===== src/rtl/matrix_block_ram.sv =====
// Single-port 16x8 block RAM with registered read-first output, preloaded with
// one 3x3 operand image (A or B) for the matrix inner-product engine.
module matrix_block_ram #(
  parameter int DATA_W   = 8,
  parameter int ADDR_W   = 4,
  parameter int INIT_SEL = 0
) (
  input  logic              clka,
  input  logic              rsta,
  input  logic              ena,
  input  logic              wea,
  input  logic [ADDR_W-1:0] addra,
  input  logic [DATA_W-1:0] dina,
  output logic [DATA_W-1:0] douta
);
  localparam int DEPTH = 2**ADDR_W;

  typedef logic [DEPTH-1:0][DATA_W-1:0] mem_t;

  // Row-major image, address = 1 + 3*row + col; everything else is zero.
  function automatic mem_t init_image();
    mem_t img;
    img = '0;
    if (INIT_SEL == 0) begin
      img[1] = DATA_W'(1);
      img[5] = DATA_W'(2);
      img[9] = DATA_W'(3);
    end else begin
      img[2] = DATA_W'(4);
      img[4] = DATA_W'(5);
      img[9] = DATA_W'(6);
    end
    return img;
  endfunction

  // Power-up contents only; reset deliberately leaves the array alone.
  mem_t mem_q = init_image();

  logic              wr_en;
  logic [DATA_W-1:0] dout_d, dout_q;

  assign wr_en = ena & wea & ~rsta;

  always_ff @(posedge clka) begin
    if (wr_en) mem_q[addra] <= dina;
  end

  // Read-first: the register samples the array before this edge's write lands.
  always_comb begin
    dout_d = dout_q;
    if (ena) dout_d = mem_q[addra];
  end

  always_ff @(posedge clka or posedge rsta) begin
    if (rsta) dout_q <= '0;
    else      dout_q <= dout_d;
  end

  assign douta = dout_q;
endmodule


===== config.mk =====
export PLATFORM = sky130hd
export DESIGN_NAME = matrix_block_ram
export DESIGN_NICKNAME = d
export VERILOG_FILES = /design/src/rtl/matrix_block_ram.sv
export SDC_FILE = /design/constraint.sdc
export NUM_CORES = 1
export LEC_CHECK = 0
export CAP_MARGIN = 10
export CORE_ASPECT_RATIO = 0.8
export CORE_UTILIZATION = 25
export DETAILED_ROUTE_END_ITERATION = 8
export GPL_ROUTABILITY_DRIVEN = 0
export PLACE_DENSITY = 0.41
export SLEW_MARGIN = 20
export SYNTH_ARGS = -nofsm -noshare
export SYNTH_HDL_FRONTEND = slang
export SYNTH_SLANG_ARGS = --single-unit

===== constraint.sdc =====
create_clock -name clka -period 2 [get_ports clka]
set_input_delay 0.3 -clock clka [delete_from_list [all_inputs] [get_ports clka]]
set_output_delay 0.3 -clock clka [all_outputs]
set_load 0.02 [all_outputs]

==> impl_results.html <==
<table>
<tr><th>Metric</th><th>Value</th></tr>
<tr><th colspan="2">Finish</th></tr>
<tr><td>Register area</td><td>4040 um2</td></tr>
<tr><td>Area of combinational cells with multiple inputs</td><td>1160 um2</td></tr>
<tr><td>Count of inserted antenna diode cells</td><td>0</td></tr>
<tr><td>Filler Cells Inserted</td><td>2018</td></tr>
<tr><td>Fraction of final layout cells with drive strength greater than 1</td><td>0.232</td></tr>
<tr><td>Net count reported at finish</td><td>365</td></tr>
<tr><td>Area growth from synthesis to final layout</td><td>25.2%</td></tr>
<tr><th colspan="2">Drt</th></tr>
<tr><td>Wirelength, routed</td><td>between 10000 and 15000 um</td></tr>
<tr><td>Vias post-DR</td><td>approximately 2700</td></tr>
<tr><td>Wire length per cell after detailed routing</td><td>18.9 um</td></tr>
<tr><td>Met1 routed wirelength after detailed routing</td><td>about 6100 um</td></tr>
<tr><td>DRC marker count from the first detailed-route iteration</td><td>between 200 and 250</td></tr>
<tr><td>Met3 Wirelength</td><td>434 um</td></tr>
<tr><td>DRC viols</td><td>0</td></tr>
<tr><td>Remaining antenna violation count after routing</td><td>0</td></tr>
<tr><td>Router iterations before antenna repair</td><td>4</td></tr>
<tr><td>Met2 layer wire length in the routed design</td><td>5190 um</td></tr>
<tr><td>Max Used Layer</td><td>met4</td></tr>
<tr><td>Vias per cell</td><td>4.34</td></tr>
<tr><th colspan="2">Timing</th></tr>
<tr><td>Fin crit share</td><td>0.864</td></tr>
<tr><td>Total negative slack for setup checks</td><td>0 ns</td></tr>
<tr><td>Achievable frequency</td><td>0.578 GHz</td></tr>
<tr><td>Crit path time final</td><td>between 1.5 and 2 ns</td></tr>
<tr><td>Worst slew margin</td><td>0.576</td></tr>
<tr><td>Worst clock skew</td><td>0.00839 ns</td></tr>
<tr><td>Pin slew with the least headroom to its limit</td><td>0.634 ns</td></tr>
<tr><td>Final-report max-slew violation count</td><td>0</td></tr>
<tr><td>Total setup violations reported at the end of the flow</td><td>0</td></tr>
<tr><td>RSZ-0062 raised after global routing</td><td>no</td></tr>
<tr><td>Final Hold Fails</td><td>0</td></tr>
<tr><td>Worst setup margin</td><td>0.271 ns</td></tr>
<tr><th colspan="2">Worst setup path</th></tr>
<tr><td>Kind of start point of the critical path</td><td>flip-flop</td></tr>
<tr><td>Number of cell instances on the worst register-to-register path</td><td>4</td></tr>
<tr><td>Reg-to-Reg End</td><td>douta[0]</td></tr>
<tr><td>Delay of the slowest cell on the worst path</td><td>0.64 ns</td></tr>
<tr><td>Worst reg2reg startpoint</td><td>mem_q[48]</td></tr>
<tr><td>Critical Path, Cell by Cell</td><td>clkdlybuf4s50_1</td></tr>
<tr><td>Crit path buffers/inverters</td><td>1</td></tr>
<tr><td>Kind of cell with the highest combined delay on the critical path</td><td>buffers and inverters</td></tr>
<tr><td>Worst EP required</td><td>1.70 ns</td></tr>
<tr><td>Worst path slowest cell</td><td>clkdlybuf4s50_1</td></tr>
<tr><td>Critical Path Sink Type</td><td>output pin</td></tr>
<tr><td>WS Path Type</td><td>flip-flop to output pin</td></tr>
<tr><td>Critical Path Fanout Max</td><td>2</td></tr>
<tr><td>Data arrival time of the critical path</td><td>1.43 ns</td></tr>
<tr><td>FF-to-FF setup slack</td><td>0.64 ns</td></tr>
<tr><th colspan="2">Synth</th></tr>
<tr><td>Syn_nets</td><td>roughly 300</td></tr>
<tr><td>Gate count of the mapped netlist</td><td>283</td></tr>
<tr><td>Post-synthesis cell type with the largest combined area</td><td>edfxtp_1</td></tr>
<tr><td>Most frequent cells after synthesis</td><td>128 x edfxtp_1, 32 x mux2i_1, 27 x nor2_1</td></tr>
<tr><td>Most used flip-flop cell after synthesis</td><td>edfxtp_1</td></tr>
<tr><td>EDFF count, synth</td><td>about 130</td></tr>
<tr><td>Most instantiated library cell after synthesis</td><td>edfxtp_1</td></tr>
<tr><td>Sequential cell area fraction in the yosys report</td><td>0.761</td></tr>
<tr><td>Yosys Warn Count</td><td>0</td></tr>
<tr><td>Flip-flop and latch count after synthesis</td><td>136</td></tr>
<tr><td>Ranking of synthesized cells by area</td><td>edfxtp_1 72%, mux2i_1 6.0%, mux4_2 5.5%</td></tr>
<tr><td>Fraction of registers with async set or reset after synthesis</td><td>0.0588</td></tr>
<tr><td>Post-synthesis cell type count</td><td>24</td></tr>
<tr><td>Area share of the largest cell type after synthesis</td><td>0.724</td></tr>
<tr><td>Syn Std Cell Area</td><td>5310 um2</td></tr>
<tr><td>Syn avg cell area</td><td>about 19 um2</td></tr>
<tr><th colspan="2">Floorplanning</th></tr>
<tr><td>Overall die width</td><td>165 um</td></tr>
<tr><td>Cell row count</td><td>47</td></tr>
<tr><td>Initial cell density of the core</td><td>0.256</td></tr>
<tr><td>Placeable core region</td><td>20800 um2</td></tr>
<tr><td>Chip Height</td><td>between 100 and 150 um</td></tr>
<tr><td>Boundary Pins</td><td>24</td></tr>
<tr><td>Die footprint</td><td>21800 um2</td></tr>
<tr><th colspan="2">Clocking</th></tr>
<tr><td>Number of sinks on the clock net</td><td>136</td></tr>
<tr><td>Clock-pin transition on the worst setup and hold timing paths</td><td>0.06 ns</td></tr>
<tr><td>Clk buf depth</td><td>2</td></tr>
<tr><td>Post-CTS setup repair buffer count</td><td>0</td></tr>
<tr><td>Post-CTS resize count</td><td>0</td></tr>
<tr><td>Total CTS buffers</td><td>17</td></tr>
<tr><td>Insertion delay of the later-clocked pin in the worst-skew pair</td><td>between 0.4 and 0.5 ns</td></tr>
<tr><td>CTS Root Buffer Type</td><td>clkbuf_16</td></tr>
<tr><td>TritonCTS clock tree</td><td>yes</td></tr>
<tr><td>CTS H-Tree Depth</td><td>4</td></tr>
<tr><td>Hold buffers post-CTS</td><td>0</td></tr>
<tr><th colspan="2">Global routing</th></tr>
<tr><td>Global-route total usage across every layer</td><td>0.120</td></tr>
<tr><td>Number of global-route vias before repair</td><td>2840</td></tr>
<tr><td>Largest net degree at the start of global routing</td><td>39</td></tr>
<tr><td>Global-route wire length before repair</td><td>between 15000 and 20000 um</td></tr>
<tr><td>Initial antenna violation count</td><td>0</td></tr>
<tr><td>Total global routing overflow</td><td>0</td></tr>
<tr><th colspan="2">Power and ir drop</th></tr>
<tr><td>Cell area power density</td><td>993 nW/um2</td></tr>
<tr><td>Worst-case vdd ir drop</td><td>about 0.53 mV</td></tr>
<tr><td>Static Leakage</td><td>2.27 nW</td></tr>
<tr><th colspan="2">Placement</th></tr>
<tr><td>Place WS</td><td>-0.0894 ns</td></tr>
<tr><td>Detailed placer's ending HPWL</td><td>8040 um</td></tr>
<tr><td>Total of buffers placed on input and output ports</td><td>23</td></tr>
<tr><th colspan="2">Outcome</th></tr>
<tr><td>Result of the run</td><td>finished clean</td></tr>
<tr><th colspan="2">Hold path</th></tr>
<tr><td>Worst min-delay path class</td><td>input port to asynchronous set/reset pin</td></tr>
<tr><th colspan="2">Run</th></tr>
<tr><td>Max-cap violations</td><td>0</td></tr>
</table>
state kept, by name, indices dropped and copies added (netlist names):
register,count
douta,8
mem_q,128
logic make-up (layout without fill, tap and decap cells):
logic type / Yosys count / after routing / share of synthesized area
AO/OA/AOI/OAI: 29 / 29 / 0.0389
multiplexers: 48 / 48 / 0.130
buffers and inverters: 14 / 93 / 0.0205
flip-flops: 136 / 136 / 0.761
AND/OR/NAND/NOR: 56 / 56 / 0.0490
worst max-delay path by stage:
| stage | from | depth (start not counted) | slack (ns) | to |
|---|---|---|---|---|
| detailed placement | ena | 5 | -0.09 | mem_q[22] |
| CTS | douta[4] | 1 | 0.22 | douta[4] |
| global placement | ena | 5 | -0.12 | mem_q[19] |
| finish | douta[4] | 1 | 0.27 | douta[4] |
| global route | ena | 5 | 0.20 | mem_q[16] |
| floorplan | addra[0] | 6 | 0.006 | mem_q[0] |
where the power goes:
| group | switching [mW] | internal (mW) | leakage (nW) |
|---|---|---|---|
| clock | 1.08 | 1.96 | 0.294 |
| combinational | 0.222 | 0.175 | 0.733 |
| sequential | 0.0192 | 3.15 | 1.24 |
routing by layer:
metal  GRT usage  vias to the layer above
li1            -                     1271
met1       0.175                     1409
met2       0.166                       45
met3      0.0333                       16
met4      0.0489                        0
met5           0                        -
cell type report:
class | count | area share
Clock buffer | 24 | 0.0739
Clock inverter | 8 | 0.0141
Inverter | 1 | 0.000564
Timing Repair Buffer | 60 | 0.0786
Multi-Input combinational cell | 133 | 0.174
Tap cell | 269 | 0.0506
Sequential cell | 136 | 0.608
stage by stage:
| step | instance area (um2) | total power [mW] | utilization | instances | hold WS [ns] |
|---|---|---|---|---|---|
| CTS | 6650 | 6.69 | 0.320 | 631 | 0.163 |
| floorplan | 5310 | 3.43 | - | 283 | 0.121 |
| global placement | 6070 | 3.64 | 0.292 | 599 | 0.551 |
| global route | 6650 | 6.84 | 0.320 | 631 | 0.182 |
| finish | 6650 | 6.60 | 0.320 | 631 | 0.181 |
| detailed placement | 6070 | 3.64 | 0.292 | 599 | 0.539 |
placed cells by master (no fill, tap or decap), drive strengths merged:
cell type	Yosys	routed
nor3	4	4
nor2b	2	2
mux2i	32	32
a31oi	8	8
buf	9	39
nand3b	3	3
bufinv	0	2
nand2b	6	6
inv	1	1
o221a	3	3
and3	1	1
nor2	27	27
clkbuf	4	24
clkinv	0	6
a22oi	8	8
o22ai	10	10
mux4	16	16
nand2	7	7
clkdlybuf4s50	0	21
or3b	1	1
dfrtp	8	8
nand3	5	5
edfxtp	128	128
Note: power is estimated with default switching activity, not from simulation.
